### src/rtl/fifo_wr_arbiter_if.sv
// rtl/fifo_wr_arbiter_if.sv - requester/FIFO write-side bundle for the write arbiter
interface fifo_wr_arbiter_if #(
    parameter int WIDTH = 8,
    parameter int NREQ  = 4
);
    logic [NREQ-1:0]         req_valid;
    logic [NREQ*WIDTH-1:0]   req_data;
    logic [NREQ-1:0]         req_ready;
    logic                    full;
    logic                    wr_en;
    logic [WIDTH-1:0]        wdata;
    logic [$clog2(NREQ)-1:0] grant_id;
    logic                    busy;

    // Arbiter side: consumes requests and the full flag, drives the FIFO write port
    modport master (
        input  req_valid,
        input  req_data,
        input  full,
        output req_ready,
        output wr_en,
        output wdata,
        output grant_id,
        output busy
    );

    // Environment side: requesters and FIFO
    modport slave (
        output req_valid,
        output req_data,
        output full,
        input  req_ready,
        input  wr_en,
        input  wdata,
        input  grant_id,
        input  busy
    );
endinterface

### src/rtl/fifo_wr_arbiter.sv
// rtl/fifo_wr_arbiter.sv - round-robin burst arbiter for N writers into one sync FIFO
module fifo_wr_arbiter #(
    parameter int WIDTH     = 8,
    parameter int NREQ      = 4,
    parameter int MAX_BURST = 4
) (
    input  logic                  clk,
    input  logic                  rst,
    fifo_wr_arbiter_if.master     bus
);
    localparam int GW = $clog2(NREQ);
    localparam int BW = $clog2(MAX_BURST + 1);
    localparam logic [BW-1:0] LAST_BEAT = BW'(MAX_BURST);
    localparam logic [GW-1:0] LAST_IDX  = GW'(NREQ - 1);

    typedef enum logic {
        IDLE,
        GRANT
    } state_t;

    state_t         state, state_n;
    logic [GW-1:0]  grant_id, grant_id_n;
    logic [GW-1:0]  last_grant, last_grant_n;
    logic [BW-1:0]  beat_cnt, beat_cnt_n;

    logic [GW-1:0]  rr_sel;
    logic           rr_found;
    logic [GW-1:0]  cand;
    logic           transfer;

    // Round-robin pick: first valid requester after the last grantee, wrapping
    always_comb begin
        rr_sel   = '0;
        rr_found = 1'b0;
        cand     = '0;
        for (int k = 1; k <= NREQ; k++) begin
            cand = GW'((int'(last_grant) + k) % NREQ);
            if (!rr_found && bus.req_valid[cand]) begin
                rr_found = 1'b1;
                rr_sel   = cand;
            end
        end
    end

    // A beat moves only when the grantee offers data and the FIFO has room
    assign transfer = (state == GRANT) && bus.req_valid[grant_id] && !bus.full;

    // Zero-latency write path; everything is quiet outside a transfer
    always_comb begin
        bus.wr_en     = 1'b0;
        bus.req_ready = '0;
        bus.wdata     = '0;
        bus.grant_id  = grant_id;
        bus.busy      = (state == GRANT);
        if (transfer) begin
            bus.wr_en     = 1'b1;
            bus.req_ready = NREQ'(1) << grant_id;
            bus.wdata     = bus.req_data[int'(grant_id) * WIDTH +: WIDTH];
        end
    end

    // Next-state logic: arbitrate in IDLE, count beats and release in GRANT
    always_comb begin
        state_n      = state;
        grant_id_n   = grant_id;
        last_grant_n = last_grant;
        beat_cnt_n   = beat_cnt;
        case (state)
            IDLE: begin
                if (rr_found) begin
                    state_n    = GRANT;
                    grant_id_n = rr_sel;
                    beat_cnt_n = '0;
                end
            end
            GRANT: begin
                if (!bus.req_valid[grant_id]) begin
                    // Grantee withdrew (possibly before any beat): give up the slot
                    state_n      = IDLE;
                    last_grant_n = grant_id;
                    grant_id_n   = '0;
                end else if (transfer) begin
                    beat_cnt_n = beat_cnt + BW'(1);
                    if (beat_cnt + BW'(1) == LAST_BEAT) begin
                        state_n      = IDLE;
                        last_grant_n = grant_id;
                        grant_id_n   = '0;
                    end
                end
                // full with valid grantee: hold everything, no timeout
            end
            default: begin
                state_n    = IDLE;
                grant_id_n = '0;
            end
        endcase
    end

    // State registers; reset leaves requester 0 with first priority
    always_ff @(posedge clk or negedge rst) begin
        if (!rst) begin
            state      <= IDLE;
            grant_id   <= '0;
            last_grant <= LAST_IDX;
            beat_cnt   <= '0;
        end else begin
            state      <= state_n;
            grant_id   <= grant_id_n;
            last_grant <= last_grant_n;
            beat_cnt   <= beat_cnt_n;
        end
    end
endmodule
### src/flat_wrapper.sv
// flat-port wrapper written by rule: the top's interface ports become plain ports
module fifo_wr_arbiter_flat 
#(
    parameter int WIDTH     = 8,
    parameter int NREQ      = 4,
    parameter int MAX_BURST = 4
)
  (clk, rst, bus_req_valid, bus_req_data, bus_full, bus_req_ready, bus_wr_en, bus_wdata, bus_grant_id, bus_busy);
  fifo_wr_arbiter_if #(.WIDTH(WIDTH), .NREQ(NREQ)) bus_i ();
  input  logic clk;
  input  logic rst;
  input wire logic [$bits(bus_i.req_valid)-1:0] bus_req_valid;
  input wire logic [$bits(bus_i.req_data)-1:0] bus_req_data;
  input wire logic [$bits(bus_i.full)-1:0] bus_full;
  output wire logic [$bits(bus_i.req_ready)-1:0] bus_req_ready;
  output wire logic [$bits(bus_i.wr_en)-1:0] bus_wr_en;
  output wire logic [$bits(bus_i.wdata)-1:0] bus_wdata;
  output wire logic [$bits(bus_i.grant_id)-1:0] bus_grant_id;
  output wire logic [$bits(bus_i.busy)-1:0] bus_busy;
  assign bus_i.req_valid = bus_req_valid;
  assign bus_i.req_data = bus_req_data;
  assign bus_i.full = bus_full;
  assign bus_req_ready = bus_i.req_ready;
  assign bus_wr_en = bus_i.wr_en;
  assign bus_wdata = bus_i.wdata;
  assign bus_grant_id = bus_i.grant_id;
  assign bus_busy = bus_i.busy;
  fifo_wr_arbiter #(.WIDTH(WIDTH), .NREQ(NREQ), .MAX_BURST(MAX_BURST)) u_core (.clk(clk), .rst(rst), .bus(bus_i));
endmodule
### config.mk
export PLATFORM = sky130hd
export DESIGN_NAME = fifo_wr_arbiter_flat
export DESIGN_NICKNAME = d
export VERILOG_FILES = /design/src/rtl/fifo_wr_arbiter_if.sv /design/src/rtl/fifo_wr_arbiter.sv /design/src/flat_wrapper.sv
export SDC_FILE = /design/constraint.sdc
export NUM_CORES = 1
export LEC_CHECK = 0
export ABC_AREA = 1
export CAP_MARGIN = 20
export CORE_MARGIN = 5
export CORE_UTILIZATION = 40
export DETAILED_ROUTE_END_ITERATION = 10
export DONT_BUFFER_PORTS = 1
export HOLD_SLACK_MARGIN = 0.1
export SLEW_MARGIN = 15
export SYNTH_ARGS = -nofsm -noshare
export SYNTH_HDL_FRONTEND = slang
export SYNTH_SLANG_ARGS = --single-unit
### constraint.sdc
create_clock -name clk -period 4.8 [get_ports clk]
set_clock_uncertainty 0.15 [all_clocks]
set_input_delay 0.72 -clock clk [delete_from_list [all_inputs] [get_ports clk]]
set_output_delay 0.72 -clock clk [all_outputs]
set_load 0.02 [all_outputs]
Word level (Yosys, flattened, before mapping)
Cells that the tools add are included.
- add/subtract/negate cells: 5
- $mul: 0
- div/mod/pow operators: 0
- magnitude comparators: 5
- equality and inequality tests: 8
- shift operators: 2
- mux-type cells: 38
- bitwise logic cells: 1
- reduce and logical (&&, ||, !) cells: 12
- operators by type and width (kind ; number):
    $shiftx A32 B6 Y8 ; 1
    $mux W2 ; 11
    $lt A2 B3 Y1 const B ; 5
    $mux W1 ; 14
    $bmux W1 S2 ; 5
    $mux W3 ; 3
    $reduce_and A3 Y1 ; 3
    $mux W8 ; 1
    $ne A2 B2 Y1 const B ; 3
    $ne A3 B3 Y1 const B ; 2
    $pmux W3 S2 ; 1
    $logic_and A1 B1 Y1 ; 5
    $add A2 B1 Y2 const B ; 2
    $add A2 B2 Y2 const B ; 2
    $logic_not A1 Y1 ; 4
    $mux W4 ; 1
    $ne A2 B1 Y1 const B ; 2
    $pmux W2 S2 ; 1
    $shl A1 B2 Y4 const A ; 1
    $add A3 B1 Y3 const B ; 1
    $eq A3 B3 Y1 const B ; 1
    $pmux W1 S2 ; 1
    $not A1 Y1 ; 1
- register bits after elaboration: 8
- bits in latches: 0
- bits in writable memories: 0
- bits in read-only memories: 0
- output and inout port bits: 16
- memories: 0

Depth between registers and ports, before layout
- word-level depth: 15
- gate-level depth with buffers: 12

Least setup slack after synthesis
No wires, ideal clock.
- path type: reg-to-output
- start point: register u_core.grant_id[0] (netlist: u_core.bus.grant_id[0])
- end point: output port bus_wdata[1]
- data arrival time: 1.596 ns
- path slack: 2.334 ns
- stages on the path, launching flop included: 9
- cell sequence: dfrtp_1 inv_1 nand2_1 inv_2 nand2_1 nand4_2 nand3_4 buf_6 a31oi_1
- cells in the longest elaborated chain, start to end: 5
- RTL lines (element ; RTL line ; source):
    start: declaration ; fifo_wr_arbiter.sv:22 ; logic [GW-1:0] grant_id, grant_id_n;
    start signal: assignment ; fifo_wr_arbiter.sv:108 ; grant_id <= grant_id_n;
    branches (longest 4 deep; another with $shiftx A32 B6 Y8) ; - ;
    $mux W8 (*) ; fifo_wr_arbiter.sv:55 ; if (transfer) begin
    end: declaration ; flat_wrapper.sv:17 ; output wire logic [$bits(bus_i.wdata)-1:0] bus_wdata;
Every way passes the cells marked *. The select of a mux whose other input is x is not followed.

Worst setup path after layout
- start point: register u_core.grant_id[0] (netlist: u_core.bus.grant_id[0])
- end point: output port bus_wdata[7]
The elaborated chain is that of the path after synthesis.

==> results.ini <==
[status]
status=finished clean

[logic_synthesis]
synth_top_area_share_pct=24.9
netlist_area_um2=935
synth_seq_cells=8
yosys-top-cells-area=nand2_1 25%, dfrtp_1 16%, nand3_1 6.4%
ys_types=23
syn_area_per_cell_um2=6.27
syn-instance-count=149
yosys.area.top_type=nand2_1
yosysWarnings=0
syn-num-nets=190
synth_seq_area_share_pct=21.7

[cts]
cts.sinks=8
h-tree-depth=1
numCtsBuffers=3
tritoncts=yes
clockRootBuffer=clkbuf_4
clock_latency_ns=0.25
cts_hold_buffers=1
cts_buffer_depth=2
cts_resized=0
post-cts-setup-buffer-count=0
clkTransAtPathRegs_ns=0.05

[power_and_ir_drop]
p_sw_share_pct=58.3
total_power_uw=646
pwr-share-seq_pct=24.4
p_switching_uw=376
cellLeakagePower_nw=0.488
pwr-share-comb_pct=67.3
p_int_uw=270
pwr-share-clk_pct=8.3
vdd_drop_max_v=0.000314
power_density_mw_per_mm2=657

[worst_setup_path]
crit_path_frequent_cell=nand2_1
crit_chain=inv_1, nand2_1, inv_2, nand2_1, nand4_2, nand3_4, a31oi_1
crit_fanout=18
cp_data_required_time_ns=3.93
reg2reg_to=u_core.beat_cnt[1]
rrSetupSlack_ns=2.88
crit_family=flip-flops
end_kind=primary output
critPathBufInv=2
worstPathArrival_ns=2.04
start_kind=flop
cpMaxStageDelayCell=dfrtp_1
r2r_start=u_core.bus.grant_id[0]
reg2reg_depth=9
critPathKind=reg2out
cp_slowest_stage_delay_ns=0.49

[final_layout]
areaGrowthSynthToFinish_pct=5.22
ff_latch_area_um2=203
drive_above_1_share_pct=17.1
stdcell_area_um2=983
num-fill-cells=226
nets=194
multi_input_area_um2=636
insertedDiodeCount=0
fin_cells=180
postLayoutCoreUtil_pct=44.5

[floorplanning]
row_count=17
initial_utilization_pct=42.3
die_w_um=58.3
fp.dieH_um=58.3
die_area_mm2=0.00340
io-pin-count=55
core_mm2=0.00221

[route]
drc=0
routed_wirelength_um=2450
vias=984
drt_iter0_markers=47
viasPerCell=5.47
postRouteAntennaNets=0
dr.pass1.iters=4
wire_per_inst_um=13.6

[placed_design]
place_ws_ns=2.13
gp_congestion=0.807
dp_hpwl_um=2050
placed_area_um2=947
placed_cells=175
io_buffers=0

[timing]
hold_ws_ns=0.168
setup_viol=0
hold_violations=0
tns_ns=0
min_period_ns=2.91
period_share_pct=60.6
clock.fmax_mhz=344
max-slew-margin-rel_pct=64.7
rsz0062_at_grt=no
setup_ws_ns=1.89
slew_viol_final=0
worstMarginPinSlew_ns=0.526

[global_route]
grt_pass1_vias=941
overflow=0
grt_pass1_wl_um=3880
grt.total_usage_pct=13.9
grt_max_degree=19
antenna_found_initial=0

[job]
drv_cap=0

[min_path]
hold_path_class=in2async

## synthesized netlist by cell type (all sizes together)
master,n
dfstp,2
nor2,8
nand3,14
nand2,70
buf,2
nand4,1
o21ai,7
a22oi,8
nand3b,1
a21oi,1
inv,19
dfrtp,6
ha,2
a31oi,8
## metal layers
metal	up-vias	global-route usage, %	routed length (um)	share of wire (%)
met2	46	27.1	1220	50
met1	441	15.7	964	39
met5	-	0	0	0
li1	497	-	-	-
met3	0	2.85	266	11
met4	0	1.99	0	0
## worst register-to-register path: stages, from the launching register on
cell	delay, ns
dfrtp_1	0.49
inv_1	0.15
nand2_1	0.10
inv_2	0.17
nand2_1	0.09
nand4_2	0.12
nand3_4	0.18
inv_1	0.25
nand2_1	0.08
nand2_1	0.07
## worst max path at each step
stage	from	to	slack [ns]	cells past startpoint
floorplan	u_core.bus.grant_id[0]	bus_wdata[1]	2.33	8
global placement	u_core.bus.grant_id[0]	bus_wdata[6]	2.18	7
detailed placement	u_core.bus.grant_id[0]	bus_wdata[3]	2.13	7
CTS	u_core.bus.grant_id[0]	bus_wdata[3]	1.86	7
global route	u_core.bus.grant_id[0]	bus_wdata[5]	1.75	7
finish	u_core.bus.grant_id[0]	bus_wdata[7]	1.89	7
## layout by cell type, fill, tap and decap left out
cell,instances
nand2_1,62
nand3_1,12
inv_1,11
a22oi_1,8
a31oi_1,8
inv_2,7
nor2_1,7
dfrtp_1,6
o21ai_1,5
nand2_2,4
nand2_4,4
clkbuf_4,3
ha_1,2
dfstp_2,2
nand4_2,1
nand3_4,1
inv_4,1
nor2_8,1
o21ai_2,1
nand3_2,1
nand3b_1,1
o21ai_0,1
a21oi_1,1
clkbuf_1,1
dlygate4sd3_1,1
## registers in the layout, indices dropped and copies added, names as in the netlist
| signal | flops |
|---|---|
| u_core.beat_cnt | 3 |
| u_core.bus.grant_id | 2 |
| u_core.last_grant | 2 |
| u_core.bus.busy | 1 |
## layout make-up
| type | instances | share of cell area, % |
|---|---|---|
| clock buffer | 4 | 2.67 |
| timing repair buffer | 1 | 1.02 |
| sequential | 8 | 20.6 |
| multi-input combinational | 120 | 64.6 |
| tap | 28 | 3.56 |
| inverter | 19 | 7.51 |
## power groups by stage
stage	logic, mW	registers, mW	clock network (mW)
4_1_cts	0.440	0.158	0.0564
5_1_grt	0.496	0.163	0.0598
3_3_place_gp	0.427	0.157	0
2_1_floorplan	0.389	0.141	0
3_5_place_dp	0.436	0.159	0
6_report	0.434	0.158	0.0539
## cells by family after synthesis
kind of cell,count (synthesis),share of synthesized area (%)
buf+inv,21,10.3
simple gates,94,48.9
compound gates,24,16.5
flops,8,21.7
fa+ha+maj,2,2.68
Note: power is estimated with default switching activity, not from simulation.
